### src/rtl/pc_unit.sv
// Program-counter unit: holds the architectural PC, the registered link value
// (pc+1), and evaluates condition codes for conditional jumps and branches.
module pc_unit #(
  parameter int unsigned      WIDTH     = 16,
  parameter logic [WIDTH-1:0] RESET_VEC = '0
) (
  input  logic             clk,
  input  logic             reset,
  input  logic             pc_en,
  input  logic             npc_ctrl,
  input  logic             is_branch,
  input  logic [3:0]       cond,
  input  logic [7:0]       disp,
  input  logic [WIDTH-1:0] target,
  input  logic [4:0]       flags,
  output logic [WIDTH-1:0] pc,
  output logic [WIDTH-1:0] link,
  output logic             taken,
  output logic             hold
);

  typedef enum logic [3:0] {
    CC_EQ = 4'b0000, CC_NE = 4'b0001, CC_CS = 4'b0010, CC_CC = 4'b0011,
    CC_HI = 4'b0100, CC_LS = 4'b0101, CC_GT = 4'b0110, CC_LE = 4'b0111,
    CC_FS = 4'b1000, CC_FC = 4'b1001, CC_LO = 4'b1010, CC_HS = 4'b1011,
    CC_LT = 4'b1100, CC_GE = 4'b1101, CC_UC = 4'b1110, CC_NV = 4'b1111
  } cond_e;

  typedef enum logic [1:0] {
    UPD_IDLE,
    UPD_REDIRECT,
    UPD_SWALLOW,
    UPD_INCR
  } upd_e;

  logic [WIDTH-1:0] pc_q, pc_d;
  logic [WIDTH-1:0] link_q, link_d;
  logic             taken_q, taken_d;
  logic             hold_q, hold_d;

  logic             f_c, f_l, f_f, f_z, f_n;
  logic             cond_true;
  cond_e            cond_code;
  upd_e             upd;
  logic [WIDTH-1:0] disp_ext;

  assign {f_c, f_l, f_f, f_z, f_n} = flags;
  assign cond_code = cond_e'(cond);
  assign disp_ext  = {{(WIDTH-8){disp[7]}}, disp};

  // Condition-code evaluation against the PSR flags
  always_comb begin
    cond_true = 1'b0;
    case (cond_code)
      CC_EQ: cond_true = f_z;
      CC_NE: cond_true = !f_z;
      CC_CS: cond_true = f_c;
      CC_CC: cond_true = !f_c;
      CC_HI: cond_true = f_l;
      CC_LS: cond_true = !f_l;
      CC_GT: cond_true = f_n;
      CC_LE: cond_true = !f_n;
      CC_FS: cond_true = f_f;
      CC_FC: cond_true = !f_f;
      CC_LO: cond_true = !f_l && !f_z;
      CC_HS: cond_true = f_l || f_z;
      CC_LT: cond_true = !f_n && !f_z;
      CC_GE: cond_true = f_n || f_z;
      CC_UC: cond_true = 1'b1;
      CC_NV: cond_true = 1'b0;
      default: cond_true = 1'b0;
    endcase
  end

  // Select the kind of PC update in priority order (reset handled in the flops)
  always_comb begin
    upd = UPD_IDLE;
    if (pc_en) begin
      if (npc_ctrl)    upd = UPD_REDIRECT;
      else if (hold_q) upd = UPD_SWALLOW;
      else             upd = UPD_INCR;
    end
  end

  // Next-state computation; link tracks the new pc so it is never combinational
  always_comb begin
    pc_d    = pc_q;
    taken_d = taken_q;
    hold_d  = hold_q;
    case (upd)
      UPD_REDIRECT: begin
        taken_d = cond_true;
        hold_d  = 1'b1;
        if (!cond_true)     pc_d = pc_q + WIDTH'(1);
        else if (is_branch) pc_d = pc_q + disp_ext;
        else                pc_d = target;
      end
      UPD_SWALLOW: hold_d = 1'b0;
      UPD_INCR:    pc_d   = pc_q + WIDTH'(1);
      default: ;
    endcase
    link_d = pc_d + WIDTH'(1);
  end

  // State registers with synchronous active-high reset
  always_ff @(posedge clk) begin
    if (reset) begin
      pc_q    <= RESET_VEC;
      link_q  <= RESET_VEC + WIDTH'(1);
      taken_q <= 1'b0;
      hold_q  <= 1'b0;
    end else begin
      pc_q    <= pc_d;
      link_q  <= link_d;
      taken_q <= taken_d;
      hold_q  <= hold_d;
    end
  end

  assign pc    = pc_q;
  assign link  = link_q;
  assign taken = taken_q;
  assign hold  = hold_q;

endmodule

### config.mk
export PLATFORM = sky130hd
export DESIGN_NAME = pc_unit
export DESIGN_NICKNAME = d
export VERILOG_FILES = /design/src/rtl/pc_unit.sv
export SDC_FILE = /design/constraint.sdc
export NUM_CORES = 1
export LEC_CHECK = 0
export CAP_MARGIN = 20
export CORE_MARGIN = 10
export CORE_UTILIZATION = 35
export DETAILED_ROUTE_END_ITERATION = 10
export SYNTH_ARGS = -nofsm -noshare
export SYNTH_HDL_FRONTEND = slang
export SYNTH_SLANG_ARGS = --single-unit
export TNS_END_PERCENT = 100
### constraint.sdc
create_clock -name clk -period 8.75 [get_ports clk]
set_input_delay 2.625 -clock clk [delete_from_list [all_inputs] [get_ports clk]]
set_output_delay 2.625 -clock clk [all_outputs]
set_load 0.01 [all_outputs]
==> results.json <==
{
  "syn_area_per_cell_um2": 7.73,
  "crit_arrival_ns": 6.30,
  "num_io_pins": 72,
  "start_util_pct": 36.1,
  "dieArea_mm2": 0.0126,
  "fp.dieW_um": 112,
  "endpoint_kind": "flip-flop",
  "antenna_found_initial": 0,
  "status": "finished, final reports clean",
  "grt_pass1_wl_um": 15300,
  "drt-vias-per-instance": 5.55,
  "die_h_um": 112,
  "cpLargestDelayFamily": "compound AO/OA/AOI/OAI gates",
  "core_area_mm2": 0.00822,
  "grt_pass1_vias": 3018,
  "cts_tree": "yes",
  "rows": 33,
  "crit_buf_inv": 3,
  "route.detailed.drc": 0,
  "hold_viol": 0,
  "synth_ff_type": "dfxtp_1",
  "cap_violations": 0,
  "place_area_mm2": 0.00374,
  "worst_r2r_endpoint": "link[14]",
  "crit_path_top_delay_cell": "clkdlybuf4s50_1",
  "wl_per_cell_um": 16.5,
  "crit_required_ns": 8.94,
  "nets": 504,
  "clkSlewWorstSetupHoldPaths_ns": 0.07,
  "nFillCells": 800,
  "path_common_cell": "inv_1",
  "synth.top_cell.area_share_pct": 22.9,
  "rsz0062_at_grt": "false",
  "hp-class": "reg2reg",
  "yosys-top-cells-count": "47 x nor2_1, 37 x nand2_1, 34 x dfxtp_1",
  "period_share_pct": 69.9,
  "synth-async-reset-ratio_pct": 0,
  "syn-num-nets": 440,
  "clockPowerShare_pct": 34.4,
  "holdPathStages": 2,
  "fin_skew_ns": 0.00180,
  "grt-ovfl-total": 0,
  "synth_edf_count": 0,
  "path_max_fanout": 22,
  "cts_htree_levels": 2,
  "cts-resized-gates": 0,
  "insertion_delay_ns": 0.29,
  "tightest_slew_ns": 0.994,
  "vdd_drop_max_uv": 83.8,
  "relSlewSlack_pct": 32.0,
  "postCtsHoldBufs": 0,
  "ys_ff_latch": 34,
  "cts-root-buf": "clkbuf_8",
  "wirelength_um": 9160,
  "final_area_mm2": 0.00389,
  "drv_slew": 0,
  "max_freq_ghz": 0.164,
  "finalSetupTns_ns": 0,
  "synthDistinctLibCells": 60,
  "hold_path_end": "taken",
  "postCtsSetupRepairBufs": 0,
  "portBuffers": 71,
  "grtUsageTotal_pct": 14.3,
  "p_per_area_mw_per_mm2": 136,
  "hp-start": "taken",
  "cts_made_buffers": 5,
  "synth_most_common_cell": "nor2_1",
  "ant_nets": 0,
  "drt-initial-drc-count": 131,
  "netSwitchingPower_uw": 162,
  "clock_path_buffers": 2,
  "crit_type": "in2reg",
  "pwr-share-comb_pct": 31.7,
  "clock_sink_count": 34,
  "grt_max_degree": 34,
  "seqPwrFrac_pct": 33.9,
  "diodes": 0,
  "internal-power_uw": 368,
  "final-setup-viol-count": 0,
  "start_kind": "primary input",
  "cpPeakStageDelay_ns": 0.64,
  "leakagePower_uw": 0.00146,
  "syn2layout_area_growth_pct": 31.0,
  "post-route-util_pct": 47.3,
  "netlist_instances": 384,
  "syn_area_mm2": 0.00297,
  "seq_area_frac_synth_pct": 22.9,
  "synth_area_leaders": "dfxtp_1 23%, ha_1 7.2%, nor2_1 5.9%, nand2_1 4.7%, xnor2_1 4.4%",
  "reg2reg_depth": 11,
  "yosys_warnings": 0,
  "crit_chain": "clkdlybuf4s50_1 > mux2_4 > mux4_2 > a211oi_4 > or3_4 > nor3_1 > a211oi_1 > inv_1 > ha_1 > inv_1 > nor3b_2 > nand4_1 > nor3b_1 > a21o_1",
  "dpl.hpwl_um": 7200,
  "final.min_clock_period_ns": 6.11,
  "switching_share_pct": 30.5,
  "gp_congestion": 0.853,
  "r2r_slack_ns": 5.03,
  "dr.pass1.iters": 4,
  "final_layout_size_suffix_gt1_share_pct": 5.79,
  "timing.rr.start": "pc[0]",
  "yosys.area.top_type": "dfxtp_1",
  "num_vias": 3075
}
==> logic make-up after synthesis <==
kind of cell / count (synthesis) / synth area share (%)
and+or+nand+nor: 169 / 29.9
AOI/OAI and AO/OA: 101 / 24.0
DFF: 34 / 22.9
buffers and inverters: 29 / 4.55
xor gates and xnor gates: 23 / 6.78
adders and majority gates: 18 / 7.84
muxes: 10 / 4.00
==> worst reg2reg max path, cell delays in order, from the launching register on <==
cell	delay, ns
dfxtp_1	0.52
ha_1	0.27
a21o_1	0.15
nand4_1	0.20
a2111oi_0	0.95
nor3_1	0.13
nand4b_1	0.23
a221oi_1	0.65
nor3b_1	0.16
nand4_1	0.15
nor3b_1	0.06
a21o_1	0.16
==> stage by stage <==
step	hold slack, ns	worst slack, ns	total power [µW]	std cells
after global placement	0.457	2.40	350	545
after global routing	0.515	2.34	560	554
after floorplan	0.481	3.19	283	384
after detailed placement	0.454	2.24	350	545
after CTS	0.465	2.51	532	553
final	0.464	2.64	530	554
==> power groups by stage <==
stage | combinational (µW) | clock (µW) | sequential (µW)
after global placement | 166 | 0 | 183
after CTS | 168 | 184 | 180
after floorplan | 99.2 | 0 | 184
final | 168 | 182 | 180
after global routing | 186 | 192 | 182
after detailed placement | 167 | 0 | 183
==> how the worst max path moves through the flow <==
stage / startpoint / endpoint / slack [ns] / cells after the start
2_1_floorplan: cond[2] / link[14] / 3.19 / 15
3_3_place_gp: cond[2] / link[14] / 2.40 / 14
3_5_place_dp: cond[2] / link[14] / 2.24 / 14
4_1_cts: cond[2] / link[14] / 2.51 / 14
5_1_grt: disp[7] / link[15] / 2.34 / 11
6_report: cond[2] / link[14] / 2.64 / 14
==> sequential cells by signal (all words and copies together), names as in the netlist <==
name and count:
link 16, pc 16, taken 1, hold 1
==> placed cells by master, fill, tap and decap left out, drive strengths merged, types with 3 or more instances in the layout <==
master,Yosys,layout
a211oi,9,9
a21o,8,8
a21oi,22,22
a22oi,5,5
a31oi,7,7
and2,3,3
and3,8,8
buf,3,3
clkbuf,14,6
clkdlybuf4s50,0,71
dfxtp,34,34
ha,17,17
inv,12,12
mux2i,7,7
nand2,37,37
nand2b,9,9
nand3,13,13
nand4,7,7
nand4b,3,3
nor2,47,47
nor2b,8,8
nor3,16,16
nor3b,4,4
nor4,6,6
o211ai,4,4
o21a,5,5
o21ai,15,15
o22ai,5,5
o31ai,4,4
xnor2,15,15
xor2,8,8
==> routing by layer <==
| metal | global-route usage (%) | share of wire, % |
|---|---|---|
| met1 | 17.6 | 46 |
| met2 | 23.4 | 46 |
| met5 | 0 | 0 |
| met4 | 4.40 | 2.5 |
| met3 | 4.15 | 6.0 |
==> area by class of cell <==
type                       count  area, µm²  area share (%)
tap                          105        131            3.38
clock buffer                   6       82.6            2.12
sequential                    34        681            17.5
inverter                      12       45.0            1.16
multi-input combinational    321       2150            55.4
timing repair buffer          74        737            18.9
clock inverter                 2       60.1            1.54
Power figures use the tool's default switching activity.
